## src/rtl/hamming_err_monitor.sv

```systemverilog
// Link-quality monitor for a Hamming(7,4) decoder: saturating lifetime word/error
// counts, per-window error count and a hysteretic degraded-channel alarm.
module hamming_err_monitor #(
  parameter int WINDOW = 16,
  parameter int THRESH = 4,
  parameter int CNT_W  = 16
) (
  input  logic                           clk,
  input  logic                           rst,
  input  logic                           clr,
  input  logic                           in_valid,
  input  logic [2:0]                     syndrome,
  output logic [CNT_W-1:0]               total_words,
  output logic [CNT_W-1:0]               total_errors,
  output logic [2:0]                     last_syndrome,
  output logic [$clog2(WINDOW+1)-1:0]    win_errors,
  output logic                           alarm,
  output logic                           alarm_pulse
);

  localparam int WIN_W = $clog2(WINDOW + 1);
  localparam int POS_W = $clog2(WINDOW);

  localparam logic [0:0] ST_OK    = 1'b0;
  localparam logic [0:0] ST_ALARM = 1'b1;

  logic [CNT_W-1:0] words_q, words_d;
  logic [CNT_W-1:0] errs_q, errs_d;
  logic [2:0]       last_q, last_d;
  logic [WIN_W-1:0] win_q, win_d;
  logic [POS_W-1:0] pos_q, pos_d;
  logic [0:0]       state_q, state_d;
  logic             pulse_q, pulse_d;

  logic             is_err;
  logic             win_close;
  logic [WIN_W-1:0] win_sum;

  always_comb begin
    is_err    = in_valid && (syndrome != 3'b000);
    win_close = in_valid && (pos_q == POS_W'(WINDOW - 1));
    // Window total including the current word, used for the close decision.
    win_sum   = win_q + WIN_W'(is_err);

    words_d = words_q;
    errs_d  = errs_q;
    last_d  = last_q;
    win_d   = win_q;
    pos_d   = pos_q;
    state_d = state_q;
    pulse_d = 1'b0;

    if (in_valid) begin
      if (!(&words_q)) words_d = words_q + 1'b1;
      if (is_err) begin
        if (!(&errs_q)) errs_d = errs_q + 1'b1;
        last_d = syndrome;
      end
      if (win_close) begin
        pos_d = '0;
        win_d = '0;
        case (state_q)
          ST_OK: begin
            if (win_sum >= WIN_W'(THRESH)) begin
              state_d = ST_ALARM;
              pulse_d = 1'b1;
            end
          end
          default: begin
            // Only a completely clean window releases the alarm.
            if (win_sum == '0) state_d = ST_OK;
          end
        endcase
      end else begin
        pos_d = pos_q + 1'b1;
        win_d = win_sum;
      end
    end
  end

  always_ff @(posedge clk) begin
    if (rst || clr) begin
      words_q <= '0;
      errs_q  <= '0;
      last_q  <= '0;
      win_q   <= '0;
      pos_q   <= '0;
      state_q <= ST_OK;
      pulse_q <= 1'b0;
    end else begin
      words_q <= words_d;
      errs_q  <= errs_d;
      last_q  <= last_d;
      win_q   <= win_d;
      pos_q   <= pos_d;
      state_q <= state_d;
      pulse_q <= pulse_d;
    end
  end

  assign total_words   = words_q;
  assign total_errors  = errs_q;
  assign last_syndrome = last_q;
  assign win_errors    = win_q;
  assign alarm         = (state_q == ST_ALARM);
  assign alarm_pulse   = pulse_q;

endmodule

```

## config.mk

```make
export PLATFORM = sky130hd
export DESIGN_NAME = hamming_err_monitor
export DESIGN_NICKNAME = d
export VERILOG_FILES = /design/src/rtl/hamming_err_monitor.sv
export SDC_FILE = /design/constraint.sdc
export NUM_CORES = 1
export LEC_CHECK = 0
export CAP_MARGIN = 20
export CORE_MARGIN = 8
export CORE_UTILIZATION = 50
export CTS_CLUSTER_DIAMETER = 100
export DETAILED_ROUTE_END_ITERATION = 8
export GPL_TIMING_DRIVEN = 1
export PLACE_DENSITY_LB_ADDON = 0.3
export SLEW_MARGIN = 40
export SYNTH_ARGS = -nofsm -noshare
export SYNTH_HDL_FRONTEND = slang
export SYNTH_SLANG_ARGS = --single-unit
```

## constraint.sdc

```tcl
create_clock -name clk -period 3.3 [get_ports clk]
set_input_delay 0.66 -clock clk [delete_from_list [all_inputs] [get_ports clk]]
set_output_delay 0.66 -clock clk [all_outputs]
set_load 0.01 [all_outputs]
```

; After elaboration in Yosys (flattened, before gate mapping)
; Cells that the tools add are included.
[word_totals]
register_bits = 46
elab_cells = 34
[classes]
addsub = 4
magnitude_cmp = 1
n_eq_ne = 1
n_mux = 5
bitwise_logic = 4
n_reduce_logical = 12
[ops]
columns = op, count
row1 = $add 16x1->16 const B, 2
row2 = $reduce_and 16->1, 2
row3 = $reduce_and 2->1, 3
row4 = $add 5x1->5, 1
row5 = $ge 5x3->1 const B, 1
row6 = $logic_not 5->1, 1
row7 = $mux 5, 1
row8 = $add 4x1->4 const B, 1
row9 = $eq 4x4->1 const B, 1
row10 = $mux 4, 1
row11 = $not 1->1, 4
row12 = $reduce_or 4->1, 1
row13 = $mux 1, 3
row14 = $reduce_and 3->1, 1
row15 = $reduce_bool 3->1, 1
row16 = $logic_and 1x1->1, 2
row17 = $logic_or 1x1->1, 1

; Depth between registers and ports, before layout
[logic_depth]
depth_word = 6
mapped_depth = 9

; Worst setup path before layout
; Ideal clock, no wire load.
[synth_timing]
path_type = input-to-reg
start = input port syndrome[2]
end = register state_q, in the netlist alarm
t_arrival_ps = 2037
required_ps = 3163
path_slack_ps = 1125
stages = 8
path_buffers = 0
cell_sequence = o31ai_2 -> inv_1 -> ha_1 -> ha_1 -> nor2_1 -> a21oi_1 -> o311ai_0 -> a21oi_1
[synth_via]
elab_chain_len = 6
[synth_lines]
columns = item, line_no
row1 = start: declaration, 12  ; input logic [2:0] syndrome,
row2 = $reduce_bool 3->1 (*), 40  ; is_err = in_valid && (syndrome != 3'b000);
row3 = $logic_and 1x1->1 (*), 40
row4 = $add 5x1->5 (*), 43  ; win_sum = win_q + WIN_W'(is_err);
row5 = $ge 5x3->1 / $logic_not 5->1 (equally long branches), "64, 71"
row6 = $mux 1 (on tied branches), "64, 71"
row7 = $mux 1 (*), 62  ; case (state_q)
row8 = end signal: assignment, 96  ; state_q <= state_d;
row9 = end: declaration, 32  ; logic [0:0] state_q, state_d;
; Mark *: on every way between the ends. The rest lies on a longest branch, timed or not.
; A chain may end at the register's enable or synchronous reset.

; Final worst setup path
; Same ends and word-level chain as after synthesis.

==> metrics.yaml <==
rows: 24
grt_pass1_wl_mm: 9.96
cts_buffer_depth: 2
portBuffers: 48
max-vdd-ir-drop_mv: 0.247
synth.avg_cell_area_um2: 8.36
synth_edf_count: 0
grt_use_total: 0.166
slew_violations: 0
diodes: 0
cp-start-kind: "primary input"
fillers: 363
overflow: 0
numCtsBuffers: 5
die_h_um: 83.1
fin_tns_setup_ns: 0
drc_errors: 0
power_density_mw_per_mm2: 339
synthCells: 269
crit_type: "primary input to flip-flop"
start_util: 0.517
power.total_uw: 979
vias: 2254
synth-async-reset-ratio: 0
drive_above_1_share: 0.0531
status: "finished, final reports clean"
cts_sinks: 46
holdWs_ns: 0.470
pin_count: 49
setup_viol: 0
wl_per_cell_um: 15.4
via_per_inst: 6.06
cp.arrival_ns: 2.86
route.met2.wl_mm: 2.63
area_delta_synth_final_pct: 28.4
synth_flop_cell: "dfxtp_1"
tightest_slew_ns: 0.729
cellLeakagePower_uw: 0.000937
ys_seq_area_frac: 0.409
antenna_left: 0
cts_resized: 0
critPathRequiredTime_ns: 3.47
path_max_fanout: 6
synth.net_count: 281
yosys.area.top_type: "dfxtp_1"
ys_types: 41
tritoncts: "yes"
fp.dieW_um: 83.1
hold_viol_final: 0
nets: 331
fin_crit_ns: 2.70
rsz0062_at_grt: "no"
drt-total-wl_mm: 5.74
cap_violations: 0
gp_congestion: 0.891
wl_met3_um: 357
synthesis.area_mm2: 0.00225
clock_latency_ns: 0.30
dr.pass1.iters: 4
core_mm2: 0.00435
max_freq_ghz: 0.371
routed.top_layer: "met4"
finalCritPeriodShare: 0.817
cts_max_level: 2
min_path_type: "flip-flop to flip-flop"
endpoint_kind: "flip-flop"
antenna_found_initial: 0
die_area_mm2: 0.00690
root_buffer: "clkbuf_8"
final_core_util: 0.664
yosysWarnings: 0
relSlewSlack: 0.512
drt_iter0_drc: 216
path_clk_slew_ns: 0.08
wirelength_met1_mm: 2.65
synth_top_cell_area_share: 0.409
grt_pass1_vias: 2112
yosys-top-cells-area: "dfxtp_1, a21oi_1, nand3_1"
dp_hpwl_mm: 4.07
grt_max_degree: 27
skew_ns: 0.00595
postCtsSetupRepairBufs: 0
hold_buffers: 0
ys_ff_latch: 46
-- cells by family (layout without fill, tap and decap cells) --
family	Yosys count	after routing	share of synthesized area
compound gates	71	71	0.191
xor+xnor	2	2	0.00779
fa+ha+maj	5	5	0.0278
buf+inv	13	64	0.0245
flops	46	46	0.409
mux	6	6	0.0267
simple gates	126	126	0.313
-- flip-flops by register name, summed over array words and instances, names as in the netlist --
| signal | cells |
|---|---|
| last_syndrome | 3 |
| alarm | 1 |
| total_errors | 16 |
| win_errors | 5 |
| alarm_pulse | 1 |
| total_words | 16 |
| pos_q | 4 |
-- synthesized netlist by cell type (all sizes together) (6+ instances only) --
cell     n
dfxtp   46
a21oi   28
nand2   23
nand3   20
o21ai   18
nor2    17
or3     13
nand4   12
o31ai   10
or4     10
and4     7
nor3     7
clkbuf   6
mux2i    6
-- worst max-delay path, stage by stage --
cell and delay [ns]:
clkdlybuf4s50_1 0.45, o31ai_2 0.44, inv_1 0.12, ha_1 0.23, ha_1 0.23, nor2_1 0.10
a21oi_1 0.04, o311ai_0 0.47, a21oi_1 0.12
-- metal layers --
metal,up-vias,global-route usage
met5,-,0
met4,0,0.0719
met3,7,0.0576
met2,56,0.253
met1,1047,0.207
li1,1144,-
-- path summary, 6_finish.rpt --
check / startpoint / to / slack (ns) / cells after the start
setup / recovery: syndrome[2] / alarm / 0.60 / 9
hold / removal: alarm / alarm_pulse / 0.47 / 1
setup reg to reg: total_errors[5] / total_errors[13] / 1.32 / 4
hold reg to reg: alarm / alarm_pulse / 0.47 / 1
-- per-stage QoR --
| step | std cells | worst slack [ns] | instance area [µm²] |
|---|---|---|---|
| after global routing | 372 | 0.365 | 2890 |
| after detailed placement | 364 | 0.285 | 2790 |
| final | 372 | 0.603 | 2890 |
| after global placement | 364 | 0.452 | 2790 |
| after floorplan | 269 | 1.13 | 2250 |
| after CTS | 372 | 0.600 | 2880 |
-- report_power, final --
part / switching (µW) / internal [µW]
sequential: 4.41 / 558
combinational: 33.8 / 25.5
clock: 188 / 169
-- cell type report --
cell class	count	area [µm²]	share of cell area
Multi-Input combinational cell	210	1280	0.444
Inverter	3	11.3	0.00390
Timing Repair Buffer	53	518	0.179
Sequential cell	46	921	0.319
Clock buffer	7	86.3	0.0299
Tap cell	52	65.1	0.0225
Clock inverter	1	5.00	0.00173
-- cells in the final DEF (no fill, tap or decap), drive strengths merged, types with 6 or more instances in the layout --
| cell type | count |
|---|---|
| nor3 | 7 |
| nor2 | 17 |
| or3 | 13 |
| a21oi | 28 |
| clkbuf | 7 |
| o21ai | 18 |
| clkdlybuf4s50 | 48 |
| nand4 | 12 |
| nand2 | 23 |
| or4 | 10 |
| mux2i | 6 |
| and4 | 7 |
| nand3 | 20 |
| dfxtp | 46 |
| o31ai | 10 |
Note: power is estimated with default switching activity, not from simulation.
